File: src/rtl/clause_array_loader_pkg.sv
// clause_array_loader_pkg: sequencer state encoding, default array geometry and
// width helpers shared by the loader and its decoder.
package clause_array_loader_pkg;
  localparam int DEF_NUM_VARS = 8;
  localparam int DEF_NUM_CLAUSES = 8;
  localparam int DEF_WIDTH_C_LEN = 4;
  localparam int PTR_W = $clog2(DEF_NUM_CLAUSES + 1);
  localparam int IDX_W = $clog2(DEF_NUM_CLAUSES);
  typedef enum logic [2:0] {IDLE, LOAD, FILL, RD, OUT, FIN} state_t;
  function automatic int ptr_w(input int n);
    return $clog2(n + 1);
  endfunction
  function automatic int idx_w(input int n);
    return n > 1 ? $clog2(n) : 1;
  endfunction
endpackage

File: src/rtl/clause_array_loader_onehot_dec.sv
// onehot_dec: slot pointer to a one-hot slot strobe, all zero when en is low.
module onehot_dec #(
  parameter int N = 8,
  parameter int W = 4
) (
  input  logic [W-1:0] idx,
  input  logic         en,
  output logic [N-1:0] oh
);
  always_comb oh = en ? N'(1) << idx : '0;
endmodule

File: src/rtl/clause_array_loader.sv
// clause_array_loader: load/unload sequencer between the clause stream and one
// clause array bank; loads walk the slots with wr strobes, unloads with rd strobes.
module clause_array_loader
  import clause_array_loader_pkg::*;
#(
  parameter int NUM_VARS = DEF_NUM_VARS,
  parameter int NUM_CLAUSES = DEF_NUM_CLAUSES,
  parameter int WIDTH_C_LEN = DEF_WIDTH_C_LEN,
  localparam int CW = NUM_VARS * 2,
  localparam int PW = ptr_w(NUM_CLAUSES),
  localparam int IW = idx_w(NUM_CLAUSES)
) (
  input  logic                               clk,
  input  logic                               rst,
  input  logic                               load_start_i,
  input  logic                               unload_start_i,
  input  logic                               in_valid_i,
  output logic                               in_ready_o,
  input  logic [CW-1:0]                      in_clause_i,
  input  logic [WIDTH_C_LEN-1:0]             in_len_i,
  input  logic                               in_last_i,
  output logic [NUM_CLAUSES-1:0]             wr_o,
  output logic [NUM_CLAUSES-1:0]             rd_o,
  output logic [CW-1:0]                      clause_o,
  output logic [WIDTH_C_LEN-1:0]             clause_len_o,
  input  logic [CW-1:0]                      clause_i,
  input  logic [WIDTH_C_LEN*NUM_CLAUSES-1:0] clause_len_arr_i,
  output logic                               out_valid_o,
  input  logic                               out_ready_i,
  output logic [CW-1:0]                      out_clause_o,
  output logic [WIDTH_C_LEN-1:0]             out_len_o,
  output logic [IW-1:0]                      out_idx_o,
  output logic [PW-1:0]                      num_loaded_o,
  output logic                               busy_o,
  output logic                               done_o
);
  state_t state, state_nxt;
  logic [PW-1:0] ptr, ptr_nxt, nl_nxt;
  logic [NUM_CLAUSES-1:0] wr_nxt, rd_nxt;
  logic beat, wr_en, rd_en;
  assign in_ready_o = state == LOAD;
  assign busy_o = state != IDLE;
  assign done_o = state == FIN;
  assign beat = state == LOAD && in_valid_i;
  assign wr_en = beat || state == FILL;
  assign rd_en = state == RD;
  onehot_dec #(.N(NUM_CLAUSES), .W(PW)) u_wr_dec (.idx(ptr), .en(wr_en), .oh(wr_nxt));
  onehot_dec #(.N(NUM_CLAUSES), .W(PW)) u_rd_dec (.idx(ptr), .en(rd_en), .oh(rd_nxt));
  always_comb begin
    state_nxt = state;
    ptr_nxt = ptr;
    nl_nxt = num_loaded_o;
    case (state)
      IDLE: begin
        if (load_start_i || unload_start_i) ptr_nxt = '0;
        if (load_start_i) nl_nxt = '0;
        state_nxt = load_start_i ? LOAD : !unload_start_i ? IDLE : num_loaded_o == '0 ? FIN : RD;
      end
      LOAD: if (in_valid_i) begin
        ptr_nxt = ptr + PW'(1);
        nl_nxt = num_loaded_o + PW'(1);
        if (in_last_i || ptr == PW'(NUM_CLAUSES - 1))
          state_nxt = ptr_nxt < PW'(NUM_CLAUSES) ? FILL : FIN;
      end
      FILL: begin
        ptr_nxt = ptr + PW'(1);
        if (ptr == PW'(NUM_CLAUSES - 1)) state_nxt = FIN;
      end
      RD: state_nxt = OUT;
      OUT: if (out_valid_o && out_ready_i) begin
        ptr_nxt = ptr + PW'(1);
        state_nxt = ptr_nxt == num_loaded_o ? FIN : RD;
      end
      FIN: state_nxt = IDLE;
      default: state_nxt = IDLE;
    endcase
  end
  // The array answers a rd strobe combinationally, so the beat is captured
  // at the end of the cycle in which rd_o is high.
  always_ff @(posedge clk) begin
    if (!rst) begin
      state <= IDLE;
      ptr <= '0;
      num_loaded_o <= '0;
      wr_o <= '0;
      rd_o <= '0;
      clause_o <= '0;
      clause_len_o <= '0;
      out_valid_o <= 1'b0;
      out_clause_o <= '0;
      out_len_o <= '0;
      out_idx_o <= '0;
    end else begin
      state <= state_nxt;
      ptr <= ptr_nxt;
      num_loaded_o <= nl_nxt;
      wr_o <= wr_nxt;
      rd_o <= rd_nxt;
      clause_o <= beat ? in_clause_i : '0;
      clause_len_o <= beat ? in_len_i : '0;
      if (state == OUT && rd_o != '0) begin
        out_valid_o <= 1'b1;
        out_clause_o <= clause_i;
        out_len_o <= clause_len_arr_i[ptr[IW-1:0]*WIDTH_C_LEN +: WIDTH_C_LEN];
        out_idx_o <= ptr[IW-1:0];
      end else if (out_valid_o && out_ready_i) begin
        out_valid_o <= 1'b0;
      end
    end
  end
endmodule

File: config.mk
export PLATFORM = sky130hd
export DESIGN_NAME = clause_array_loader
export DESIGN_NICKNAME = d
export VERILOG_FILES = /design/src/rtl/clause_array_loader_pkg.sv /design/src/rtl/clause_array_loader_onehot_dec.sv /design/src/rtl/clause_array_loader.sv
export SDC_FILE = /design/constraint.sdc
export NUM_CORES = 1
export LEC_CHECK = 0
export BUFFER_PORTS_ARGS = -buffer_cell sky130_fd_sc_hd__clkbuf_2
export CAP_MARGIN = 30
export CORE_UTILIZATION = 30
export DETAILED_ROUTE_END_ITERATION = 16
export GPL_TIMING_DRIVEN = 0
export PLACE_DENSITY = 0.53
export SLEW_MARGIN = 20
export SYNTH_ARGS = -nofsm -noshare
export SYNTH_HDL_FRONTEND = slang
export SYNTH_SLANG_ARGS = --single-unit
File: constraint.sdc
create_clock -name clk -period 4.3 [get_ports clk]
set_clock_uncertainty 0.15 [all_clocks]
set_input_delay 0.215 -clock clk [delete_from_list [all_inputs] [get_ports clk]]
set_output_delay 0.215 -clock clk [all_outputs]
set_load 0.03 [all_outputs]
==> metrics.txt <==
CTS resizes 0; RSZ-0062 raised after global routing no; RD Place Congestion 0.8155; HPWL Detailed 5947 um; placed cell area 3988 um^2; Avg Cell Area, Syn 10.53 um^2; type of destination of the critical path register; gr usage total 0.1519; synthesized flop and latch total 71; H-Tree Depth 3; # diodes 0; clock share of power 0.264; CTS tree yes; critical path peak fanout 10; Storage cell area 1421 um^2; hold_buf cts 36; Synth area leaders dfxtp_1 (46%), mux2i_1 (6.4%), mux4_2 (5.8%), and2_1 (5.6%), nor2b_1 (5.4%); PnR Total Power 1849 uW; core footprint 9910 um^2; Worst VDD drop 181.4 uV; wire per inst 12.88 um; DR iter-0 viols 113; crit path launch type register; # DRC 0; worst hold start out_ready_i; Synth cell types 51; Slew Limit Fails 0; die span in y 103.9 um; outcome finished clean; Sum Neg Setup Slack 0 ps; FF-to-FF setup slack 1780 ps; number of vias per cell 4.439; first-pass GRT wire length 13050 um; worst setup path start ptr[1]; Yosys top cell by area dfxtp_1; via count 2761; top-count cell post-synth dfxtp_1; Critical Path AT 2650 ps; Top FF cell, synth dfxtp_1; fillers 965; I/O Pins 142; syn_nets 379; commonest cells in the netlist dfxtp_1 (71), and2_1 (28), nor2b_1 (27), mux2i_1 (20), nand2_1 (14); Mapped Area 3115 um^2; net switching power 641.2 uW; maxcap violations 0; Max Buffers Root-to-Sink 2; Comb power frac 0.346; cells after synthesis 296; CTS Buf Count 9; Initial Util 0.3144; antenna violations before repair 0; root buffer cell clkbuf_8; min cycle time layout 2520 ps; Synth Warn # 0; Critical Path RT 4430 ps; R2R Path End state[2]; Pleak 0.002121 uW; hold path endpoint out_valid_o; Worst-path clk slew 80 ps; clock sinks 71; port buffer count 141; Routed WL 8013 um; antenna-violating nets left 0; Die Wd 103.9 um; reg2reg start ptr[1]; path type of the worst setup path reg2reg; Slew @ Worst Pin 568.1 ps; sequential power share 0.390; Setup Viol. Count Final 0; relative slew slack 0.6213; fin area 4529 um^2; hold depth 3; Die ar. 10800 um^2; grt total ovfl 0; Hold Vio Cnt, Final 0; nets 567; vias in the first global route 2673; Worst Hold Class in2reg; # rows 36; EDFF count, synth 0; post-CTS setup buffer count 0; Switching Fraction 0.3469; clk_lat worst skew 340 ps; Post-synth ARST share 0; P&R area growth vs syn 45.38%; Int Power 1207 uW; f_max 396.9 MHz; power per cell area 408.1 nW/um^2; share of the synthesized area in the top cell type 0.4562; Initial DRT Pass Iterations 6; Multi-input gate area 1529 um^2; Reg2Reg Depth 7; crit share post-route 0.5860; largest net degree at the start of global routing 14; layout cells sized above 1 0.3906; Seq/Total Area, Yosys 0.4562
==> worst max-delay path by stage <==
stage,endpoint,slack (ps),cells past startpoint
after CTS,state[2],1780,7
after global placement,state[2],1850,7
final,state[2],1780,7
after floorplan,state[1],2260,7
after global routing,state[2],1560,7
after detailed placement,state[2],1820,7
==> power groups by stage <==
stage	Combinational, uW	Sequential (uW)	Clock [uW]
2_1_floorplan	412	776	0
3_3_place_gp	608	736	0
3_5_place_dp	612	737	0
4_1_cts	641	721	507
5_1_grt	701	727	534
6_report	639	722	488
==> sequential cells by signal, indices dropped and copies added, names as in the netlist, 3 cells and up <==
name / cells
wr_o: 8
clause_o: 16
state: 3
rd_o: 8
out_len_o: 4
out_idx_o: 3
out_clause_o: 16
num_loaded_o: 4
ptr: 4
clause_len_o: 4
==> worst max-delay path, stage by stage, from the launching register on <==
cell and delay (ps):
dfxtp_1 450, clkbuf_1 480, inv_1 150, ha_1 350, xor2_1 160, nor4_1 340, nor2b_1 230, o311a_1 160
==> metrics by stage <==
step / setup slack (ps) / std cells / utilization / hold slack (ps)
after floorplan: 2263 / 296 / - / 186.7
after global placement: 1850 / 570 / 0.4024 / 263.0
after detailed placement: 1819 / 570 / 0.4024 / 268.8
after CTS: 1783 / 622 / 0.4571 / 41.23
after global routing: 1562 / 622 / 0.4571 / 75.51
final: 1780 / 622 / 0.4571 / 65.34
==> layer usage <==
layer,up-vias,global-route usage,share of wire
li1,1405,-,-
met3,7,0.03885,0.065
met5,-,0,0
met1,1237,0.1875,0.44
met4,0,0.05714,0.011
met2,112,0.2538,0.48
==> kinds of logic (layout without fill, tap and decap cells) <==
| group | count (synthesis) | in the layout | synth area share |
|---|---|---|---|
| AOI/OAI and AO/OA | 35 | 35 | 0.08915 |
| and+or+nand+nor | 120 | 120 | 0.2277 |
| buffers and inverters | 27 | 220 | 0.05301 |
| muxes | 28 | 28 | 0.1221 |
| xor gates and xnor gates | 7 | 7 | 0.01968 |
| adders and majority gates | 8 | 8 | 0.03213 |
| DFF | 71 | 71 | 0.4562 |
==> cells in the final DEF, fill, tap and decap left out, types with 6 or more instances in the layout <==
master | synthesis | final
dlygate4sd3_1 | 0 | 36
dfxtp_1 | 71 | 71
clkbuf_2 | 0 | 141
clkbuf_8 | 0 | 10
and3_1 | 6 | 6
mux2i_1 | 20 | 20
nand2_1 | 14 | 14
nor3_1 | 6 | 6
inv_1 | 6 | 6
ha_1 | 8 | 8
nor2b_1 | 27 | 27
nor2_1 | 8 | 8
mux4_2 | 8 | 8
and2_1 | 28 | 28
nand3_1 | 9 | 9
==> final cells by class <==
cell class,count,area share
Buffer,19,0.02956
Clock buffer,10,0.03039
Clock inverter,6,0.009669
Inverter,8,0.006906
Multi-Input combinational cell,198,0.3376
Sequential cell,71,0.3138
Tap cell,133,0.03674
Timing Repair Buffer,177,0.2354
No activity file was read; power rests on OpenSTA's default activity.
